===== src/rtl/uart_link_pkg.sv =====
// Shared definitions for the UART transmit path: FSM encodings, timing defaults
// and the saturating drop counter helper.
package uart_link_pkg;

    typedef enum logic [1:0] {
        ST_IDLE      = 2'd0,
        ST_WAIT_DONE = 2'd1,
        ST_GAP       = 2'd2
    } tx_state_e;

    localparam int unsigned GAP_DEFAULT     = 32;
    localparam int unsigned TIMEOUT_DEFAULT = 1024;
    localparam logic [7:0]  DROP_MAX        = 8'hFF;

    function automatic logic [7:0] sat_inc8(input logic [7:0] value);
        return (value == DROP_MAX) ? value : value + 8'd1;
    endfunction

endpackage


===== src/rtl/byte_fifo.sv =====
// DEPTH x 8 synchronous FIFO with single-cycle flush; count is one bit wider
// than the pointers so full and empty are distinct.
module byte_fifo #(
    parameter int unsigned DEPTH  = 8,
    parameter int unsigned ADDR_W = 3
) (
    input  logic              clk,
    input  logic              res_n,
    input  logic              push,
    input  logic              pop,
    input  logic              flush,
    input  logic [7:0]        din,
    output logic [7:0]        head,
    output logic              full,
    output logic              empty,
    output logic [ADDR_W:0]   count
);

    localparam logic [ADDR_W:0] FULL_COUNT = (ADDR_W + 1)'(DEPTH);

    logic [7:0]        mem [DEPTH];
    logic [ADDR_W-1:0] wr_ptr;
    logic [ADDR_W-1:0] rd_ptr;
    logic              do_push;
    logic              do_pop;

    assign full    = (count == FULL_COUNT);
    assign empty   = (count == '0);
    assign do_pop  = pop & ~empty;
    assign do_push = push & (~full | do_pop);
    assign head    = mem[rd_ptr];

    always_ff @(posedge clk or negedge res_n) begin
        if (!res_n) begin
            wr_ptr <= '0;
            rd_ptr <= '0;
            count  <= '0;
        end else if (flush) begin
            wr_ptr <= '0;
            rd_ptr <= '0;
            count  <= '0;
        end else begin
            if (do_push) wr_ptr <= wr_ptr + 1'b1;
            if (do_pop)  rd_ptr <= rd_ptr + 1'b1;
            unique case ({do_push, do_pop})
                2'b10:   count <= count + 1'b1;
                2'b01:   count <= count - 1'b1;
                default: count <= count;
            endcase
        end
    end

    // NOTE: the storage array has no reset; pointers and count alone decide
    // which entries are valid, so clearing the data would only cost flops.
    always_ff @(posedge clk) begin
        if (do_push && !flush) mem[wr_ptr] <= din;
    end

endmodule


===== src/rtl/uart_tx_arbiter.sv =====
// Selects the manual or script byte source, queues accepted bytes and hands
// them to the UART one at a time with a done handshake, gap and watchdog.
module uart_tx_arbiter
    import uart_link_pkg::*;
#(
    parameter int unsigned DEPTH   = 8,
    parameter int unsigned ADDR_W  = 3,
    parameter int unsigned GAP     = GAP_DEFAULT,
    parameter int unsigned TIMEOUT = TIMEOUT_DEFAULT
) (
    input  logic              clk,
    input  logic              res_n,
    input  logic              sel_script,
    input  logic              hold,
    input  logic [7:0]        man_bits,
    input  logic              man_valid,
    output logic              man_ready,
    input  logic [7:0]        scr_bits,
    input  logic              scr_valid,
    output logic              scr_ready,
    output logic [7:0]        tx_bits,
    output logic              tx_valid,
    input  logic              tx_done,
    output logic [ADDR_W:0]   fifo_count,
    output logic [7:0]        drop_cnt,
    output logic              err_timeout,
    input  logic              clr_err
);

    localparam int unsigned WD_W = (TIMEOUT > 2) ? $clog2(TIMEOUT) : 1;
    localparam int unsigned GC_W = (GAP > 2) ? $clog2(GAP) : 1;
    localparam logic [WD_W-1:0] WD_LAST  = WD_W'(TIMEOUT - 1);
    localparam logic [GC_W-1:0] GAP_LAST = GC_W'(GAP - 1);

    tx_state_e         state;
    logic [WD_W-1:0]   wd;
    logic [GC_W-1:0]   gap_cnt;
    logic              sel_q;
    logic              out_en;
    logic              flush;
    logic              active_valid;
    logic [7:0]        active_bits;
    logic              active_ready;
    logic              push;
    logic              pop;
    logic              full;
    logic              empty;
    logic [7:0]        head;

    // out_en keeps both readies low while reset is asserted and until the
    // first clock after release.
    always_ff @(posedge clk or negedge res_n) begin
        if (!res_n) begin
            sel_q  <= 1'b0;
            out_en <= 1'b0;
        end else begin
            sel_q  <= sel_script;
            out_en <= 1'b1;
        end
    end

    assign flush = sel_script ^ sel_q;

    // NOTE: every signal driven in always_comb gets a default first, so no
    // path through the block can leave it unassigned and infer a latch.
    always_comb begin
        active_valid = man_valid;
        active_bits  = man_bits;
        if (sel_script) begin
            active_valid = scr_valid;
            active_bits  = scr_bits;
        end
    end

    assign active_ready = out_en & ~full & ~flush;
    assign man_ready    = active_ready & ~sel_script;
    assign scr_ready    = active_ready &  sel_script;
    assign push         = active_valid & active_ready;
    assign pop          = (state == ST_IDLE) & ~empty & ~hold & ~flush;

    byte_fifo #(
        .DEPTH  (DEPTH),
        .ADDR_W (ADDR_W)
    ) u_fifo (
        .clk   (clk),
        .res_n (res_n),
        .push  (push),
        .pop   (pop),
        .flush (flush),
        .din   (active_bits),
        .head  (head),
        .full  (full),
        .empty (empty),
        .count (fifo_count)
    );

    always_ff @(posedge clk or negedge res_n) begin
        if (!res_n) begin
            state       <= ST_IDLE;
            tx_bits     <= 8'h00;
            tx_valid    <= 1'b0;
            wd          <= '0;
            gap_cnt     <= '0;
            drop_cnt    <= 8'd0;
            err_timeout <= 1'b0;
        end else begin
            // NOTE: non-blocking assignments; when clr_err and a drop land in
            // the same cycle, the later drop assignment below takes effect.
            if (clr_err) begin
                drop_cnt    <= 8'd0;
                err_timeout <= 1'b0;
            end

            unique case (state)
                ST_IDLE: begin
                    if (pop) begin
                        tx_bits  <= head;
                        tx_valid <= 1'b1;
                        wd       <= '0;
                        state    <= ST_WAIT_DONE;
                    end
                end

                ST_WAIT_DONE: begin
                    if (tx_done) begin
                        tx_valid <= 1'b0;
                        gap_cnt  <= '0;
                        state    <= ST_GAP;
                    end else if (wd == WD_LAST) begin
                        tx_valid    <= 1'b0;
                        gap_cnt     <= '0;
                        err_timeout <= 1'b1;
                        drop_cnt    <= clr_err ? 8'd1 : sat_inc8(drop_cnt);
                        state       <= ST_GAP;
                    end else begin
                        wd <= wd + 1'b1;
                    end
                end

                ST_GAP: begin
                    if (gap_cnt == GAP_LAST) state <= ST_IDLE;
                    else                     gap_cnt <= gap_cnt + 1'b1;
                end

                default: state <= ST_IDLE;
            endcase
        end
    end

endmodule


===== config.mk =====
export PLATFORM = sky130hd
export DESIGN_NAME = uart_tx_arbiter
export DESIGN_NICKNAME = d
export VERILOG_FILES = /design/src/rtl/uart_link_pkg.sv /design/src/rtl/byte_fifo.sv /design/src/rtl/uart_tx_arbiter.sv
export SDC_FILE = /design/constraint.sdc
export NUM_CORES = 1
export LEC_CHECK = 0
export ABC_AREA = 1
export CAP_MARGIN = 20
export CORE_UTILIZATION = 50
export CTS_CLUSTER_DIAMETER = 200
export CTS_CLUSTER_SIZE = 30
export DETAILED_ROUTE_END_ITERATION = 8
export PLACE_DENSITY = 0.67
export SYNTH_ARGS = -nofsm -noshare
export SYNTH_HDL_FRONTEND = slang
export SYNTH_SLANG_ARGS = --single-unit

===== constraint.sdc =====
create_clock -name clk -period 2.7 [get_ports clk]
set_clock_uncertainty 0.1 [all_clocks]
set_input_delay 0.54 -clock clk [delete_from_list [all_inputs] [get_ports clk]]
set_output_delay 0.54 -clock clk [all_outputs]
set_load 0.05 [all_outputs]

### Yosys cells after proc, flatten, opt, wreduce, memory -nomap -nowiden

Memories as Yosys holds them, arrays and structs flattened. A register that Yosys moved wholly into a read port is not among the register bits.
Index checks and enable logic that the tools add are counted.
W data, S select, Z words.

* register bits: 39
* memory bits (writable): 64
* bits of input ports: 24
* memories: 1

Memory list
* u_fifo.mem: words 8, bits a word 8, read ports 1, clocked after Yosys merged registers in 1, wr ports 1, RTL line byte_fifo.sv:21 `logic [7:0] mem [DEPTH];`

* add/sub/neg operators: 7
* eq/ne operators: 15
* multiplexer cells: 37
* bitwise operators: 17
* reductions and logical operators: 15

Operator list (number)
* $mux W8: 7
* $mux W10: 3
* $pmux W10 S2: 1
* $mux W5: 3
* $mux W3: 4
* $add A10 B1 Y10 const B: 1
* $and A1 B1 Y1: 10
* $eq A10 B10 Y1 const B: 1
* $mux W1: 10
* $pmux W5 S2: 1
* $reduce_and A3 Y1: 3
* $add A8 B1 Y8 const B: 1
* $eq A8 B8 Y1 const B: 1
* $mux W2: 4
* $ne A2 B2 Y1 const B: 4
* $pmux W4 S2: 1
* $reduce_bool A2 Y1: 4
* $add A3 B1 Y3 const B: 2
* $pmux W2 S3: 1
* $add A5 B1 Y5 const B: 1
* $eq A5 B5 Y1 const B: 1
* $ne A5 B5 Y1 const B: 1
* $not A1 Y1: 5
* $add A4 B1 Y4 const B: 1
* other kinds (17): 20

### Longest topological paths before layout

* depth in word-level cells: 11
* mapped depth: 15
* depth with buffers taken out: 15

### Cells and area by module

Synthesis repeated with hierarchy kept, for this count alone.

* cells, all modules: 590
* area, all modules: 5422.7 um^2

By module, submodules not included
* byte_fifo: instances 1, cells each 291, area an instance 3201.8 um^2
* uart_tx_arbiter: instances 1, cells each 299, area an instance 2220.9 um^2

### Worst setup path after synthesis

Ideal clock, no wire load.

* kind: flip-flop to output port
* from: reg u_fifo.count[1]
* to: out man_ready
* data arrival time: 1.669 ns
* slack: 0.391 ns
* cell stages (with the launch flop): 5
* path buffers: 0
* cell sequence: dfrtp_1 -> nor2_1 -> nand3_1 -> nand2_1 -> nor2_1

* word-level cells in the longest chain between the ends: 5

RTL lines
* from (decl): RTL line byte_fifo.sv:16 `output logic [ADDR_W:0] count`
* from (signal assigned): RTL line byte_fifo.sv:46 `2'b10: count <= count + 1'b1;`
* from (signal assigned): RTL line byte_fifo.sv:47 `2'b01: count <= count - 1'b1;`
* from (signal assigned): RTL line byte_fifo.sv:48 `default: count <= count;`
* $eq A4 B4 Y1: RTL line byte_fifo.sv:27 `assign full = (count == FULL_COUNT);`
* $not A1 Y1: RTL line uart_tx_arbiter.sv:75 `assign active_ready = out_en & ~full & ~flush;`
* $and A1 B1 Y1 (2 in series): RTL line uart_tx_arbiter.sv:75
* $and A1 B1 Y1: RTL line uart_tx_arbiter.sv:76 `assign man_ready = active_ready & ~sel_script;`
* to (decl): RTL line uart_tx_arbiter.sv:17 `output logic man_ready,`

Every way passes these cells.

### Worst setup path in the final report

* from: in sel_script
* to: out scr_ready

* word-level cells in the longest chain between the ends: 4

RTL lines
* from (decl): RTL line uart_tx_arbiter.sv:13 `input logic sel_script,`
* $xor A1 B1 Y1: RTL line uart_tx_arbiter.sv:62 `assign flush = sel_script ^ sel_q;`
* $not A1 Y1: RTL line uart_tx_arbiter.sv:75
* $and A1 B1 Y1: RTL line uart_tx_arbiter.sv:75
* $and A1 B1 Y1 (*): RTL line uart_tx_arbiter.sv:77 `assign scr_ready = active_ready & sel_script;`
* to (decl): RTL line uart_tx_arbiter.sv:20 `output logic scr_ready,`

Mark *: on every way between the ends. The rest lies on a longest branch, timed or not.

==> flow_summary.yaml <==
power_and_ir_drop:
  p_sw_frac: 0.3599
  pwr-share-comb: 0.327
  leakagePower_nw: 2.450
  p_per_area_nw_per_um2: 767.7
  vdd_drop_max_mv: 0.3371
  p_int_mw: 2.940
  p_sw_mw: 1.653
  clkPwrFrac: 0.205
  p_seq_frac: 0.468
clocking:
  postCtsHoldBufs: 0
  cts-buffers-inserted: 9
  clock_sink_count: 111
  cts_resized: 0
  clock_path_buffers: 2
  cts_tree: "yes"
  cts_setup_buffers: 0
  clock-root-buffer: "clkbuf_8"
  clk-insertion-delay-late_ns: 0.36
  cts_max_level: 3
  path_clk_slew_ns: 0.10
sta:
  period_share: 0.9384
  hold_viol: 0
  setup_ws_ns: 0.1662
  tightestPinTransition_ns: 0.6013
  drv_slew: 0
  rsz0062_at_grt: "false"
  finalSetupTns_ns: 0
  min_period_ns: 2.534
  setup_viol: 0
  max_slew_margin: 0.5991
  clock.fmax_mhz: 394.7
floorplan:
  dieArea_um2: 10570
  core_area_um2: 9819
  chipHeight_um: 102.8
  row_count: 36
  initial_core_util: 0.5177
  io_pins: 48
  die_x_um: 102.8
logic_synthesis:
  netlist_top_cells_count: "nand2_1, nor2_1, edfxtp_1"
  synth_edf_count: 64
  ys.flop_type: "edfxtp_1"
  ys_top_cells_by_area: "edfxtp_1, dfrtp_1, nand2_1"
  synth_cell_type_count: 39
  yosys_warnings: 0
  syn_nets: 538
  synth_area_um2: 5084
  async_flop_share: 0.4234
  yosysTopAreaCell: "edfxtp_1"
  syn_avg_cell_area_um2: 10.05
  synth.most_common_cell: "nand2_1"
  syn-instance-count: 506
  yosysSeqAreaShare: 0.6094
  netlist.area_leader.share: 0.3780
  ys_seq_elements: 111
placement:
  placed_cell_area_um2: 5792
  pre_cts_ws_ns: 0.03744
  place_hpwl_um: 6964
  finalWeightedCongestion: 0.7929
  port-buffer-count: 47
routing:
  wl_met1_um: 4400
  wl_per_cell_um: 13.73
  via_count: 3643
  wl_met2_um: 4721
  wl_um: 9682
  ant_nets: 0
  top_layer: "met4"
  viasPerCell: 5.167
  drtIter0Drc: 97
  first_pass_iters: 4
  drc: 0
  route.met3.wl_um: 518
run:
  max-cap-violations: 0
global_routing:
  antenna_found_initial: 0
  grtUsageTotal: 0.1986
  grt_max_degree: 48
  grt_pass1_wl_um: 15760
  grt_pass1_vias: 3345
  overflow: 0
layout:
  layout-drive-gt1-share: 0.1171
  areaGrowthSynthToFinish_pct: 17.70
  design_area_um2: 5983
  utilization: 0.6093
  fillers: 850
  finalNetCount: 599
  diodes: 0
setup_path:
  end_kind: "primary output"
  crit_type: "in -> out"
  required_ns: 2.06
  cp-start-kind: "input pin"
  cp.arrival_ns: 1.89
  critPathMaxFanout: 5
status:
  status: "complete, no violations"
worst_hold_path:
  min_path_type: "in -> async"
==> routing by layer <==
metal	vias to the layer above	global-route usage
li1	1824	-
met1	1719	0.2703
met2	98	0.3241
met3	2	0.04949
met4	0	0.04550
met5	-	0
==> critical path, stage by stage <==
cell	delay, ns
clkdlybuf4s50_1	0.45
buf_4	0.17
nand2_1	0.06
nand2_1	0.10
nor2_4	0.12
nand2_1	0.08
nor2_1	0.19
buf_12	0.17
==> layout by cell type, fill, tap and decap left out, drive strengths merged, types with 4 or more instances in the layout <==
master,instances
nor3,6
dfrtp,47
buf,21
o32ai,16
inv,43
clkinvlp,4
edfxtp,64
nor2,98
ha,8
nand4,4
clkdlybuf4s50,44
nand3,23
o21ai,48
clkbuf,11
a21oi,11
xor2,4
nand2,108
==> worst paths after layout <==
path                                       from         endpoint  slack, ns  cells after the start
worst max register to register  u_fifo.count[1]  u_fifo.count[2]       0.66                     12
worst min register to register       tx_bits[1]       tx_bits[1]       0.39                      2
worst max-delay path                 sel_script        scr_ready       0.17                      8
min in group clk                     tx_bits[1]       tx_bits[1]       0.39                      2
worst min-delay path                      res_n            wd[8]       0.17                      2
max in group asynchronous                 res_n            wd[5]       1.93                      2
==> stage by stage <==
| step | hold slack [ns] | instances | total power, mW |
|---|---|---|---|
| after CTS | 0.1793 | 705 | 4.640 |
| final | 0.1674 | 705 | 4.594 |
| after detailed placement | 0.3727 | 689 | 3.697 |
| after global routing | 0.2160 | 705 | 4.868 |
| after global placement | 0.3663 | 689 | 3.662 |
| after floorplan | 0.1444 | 506 | 3.231 |
==> registers in the layout, indices dropped and copies added, names as in the netlist <==
signal and flops:
err_timeout 1, u_fifo.wr_ptr 3, tx_valid 1, out_en 1, tx_bits 8, drop_cnt 8, sel_q 1, u_fifo.count 4
wd 10, gap_cnt 5, u_fifo.rd_ptr 3, state 2, u_fifo.mem 64
==> power by group through the flow <==
stage	sequential (mW)	clock (mW)	combinational [mW]
3_3_place_gp	2.18	0	1.48
2_1_floorplan	2.43	0	0.799
4_1_cts	2.15	0.976	1.52
5_1_grt	2.18	1.03	1.66
6_report	2.15	0.942	1.50
3_5_place_dp	2.18	0	1.52
==> cells by family (layout without fill, tap and decap cells) <==
kind of cell               after synthesis  count (layout)  share of synthesized area
AOI/OAI and AO/OA                       80              80                    0.09549
xor gates and xnor gates                 6               6                    0.01034
adders and majority gates                8               8                    0.01969
buffers and inverters                   60             126                    0.04922
DFF                                    111             111                     0.6094
other                                    1               1                  0.0007377
and+or+nand+nor                        240             240                     0.2151
==> layout make-up <==
cell class                      count  area (µm²)  share of cell area
Sequential cell                   111        3098              0.5178
Multi-Input combinational cell    335        1735              0.2900
Timing Repair Buffer               65       620.6              0.1037
Inverter                           45       171.4             0.02865
Tap cell                          133       166.4             0.02781
Clock buffer                       11       131.4             0.02196
Clock inverter                      5       60.06             0.01004
Power figures use the tool's default switching activity.
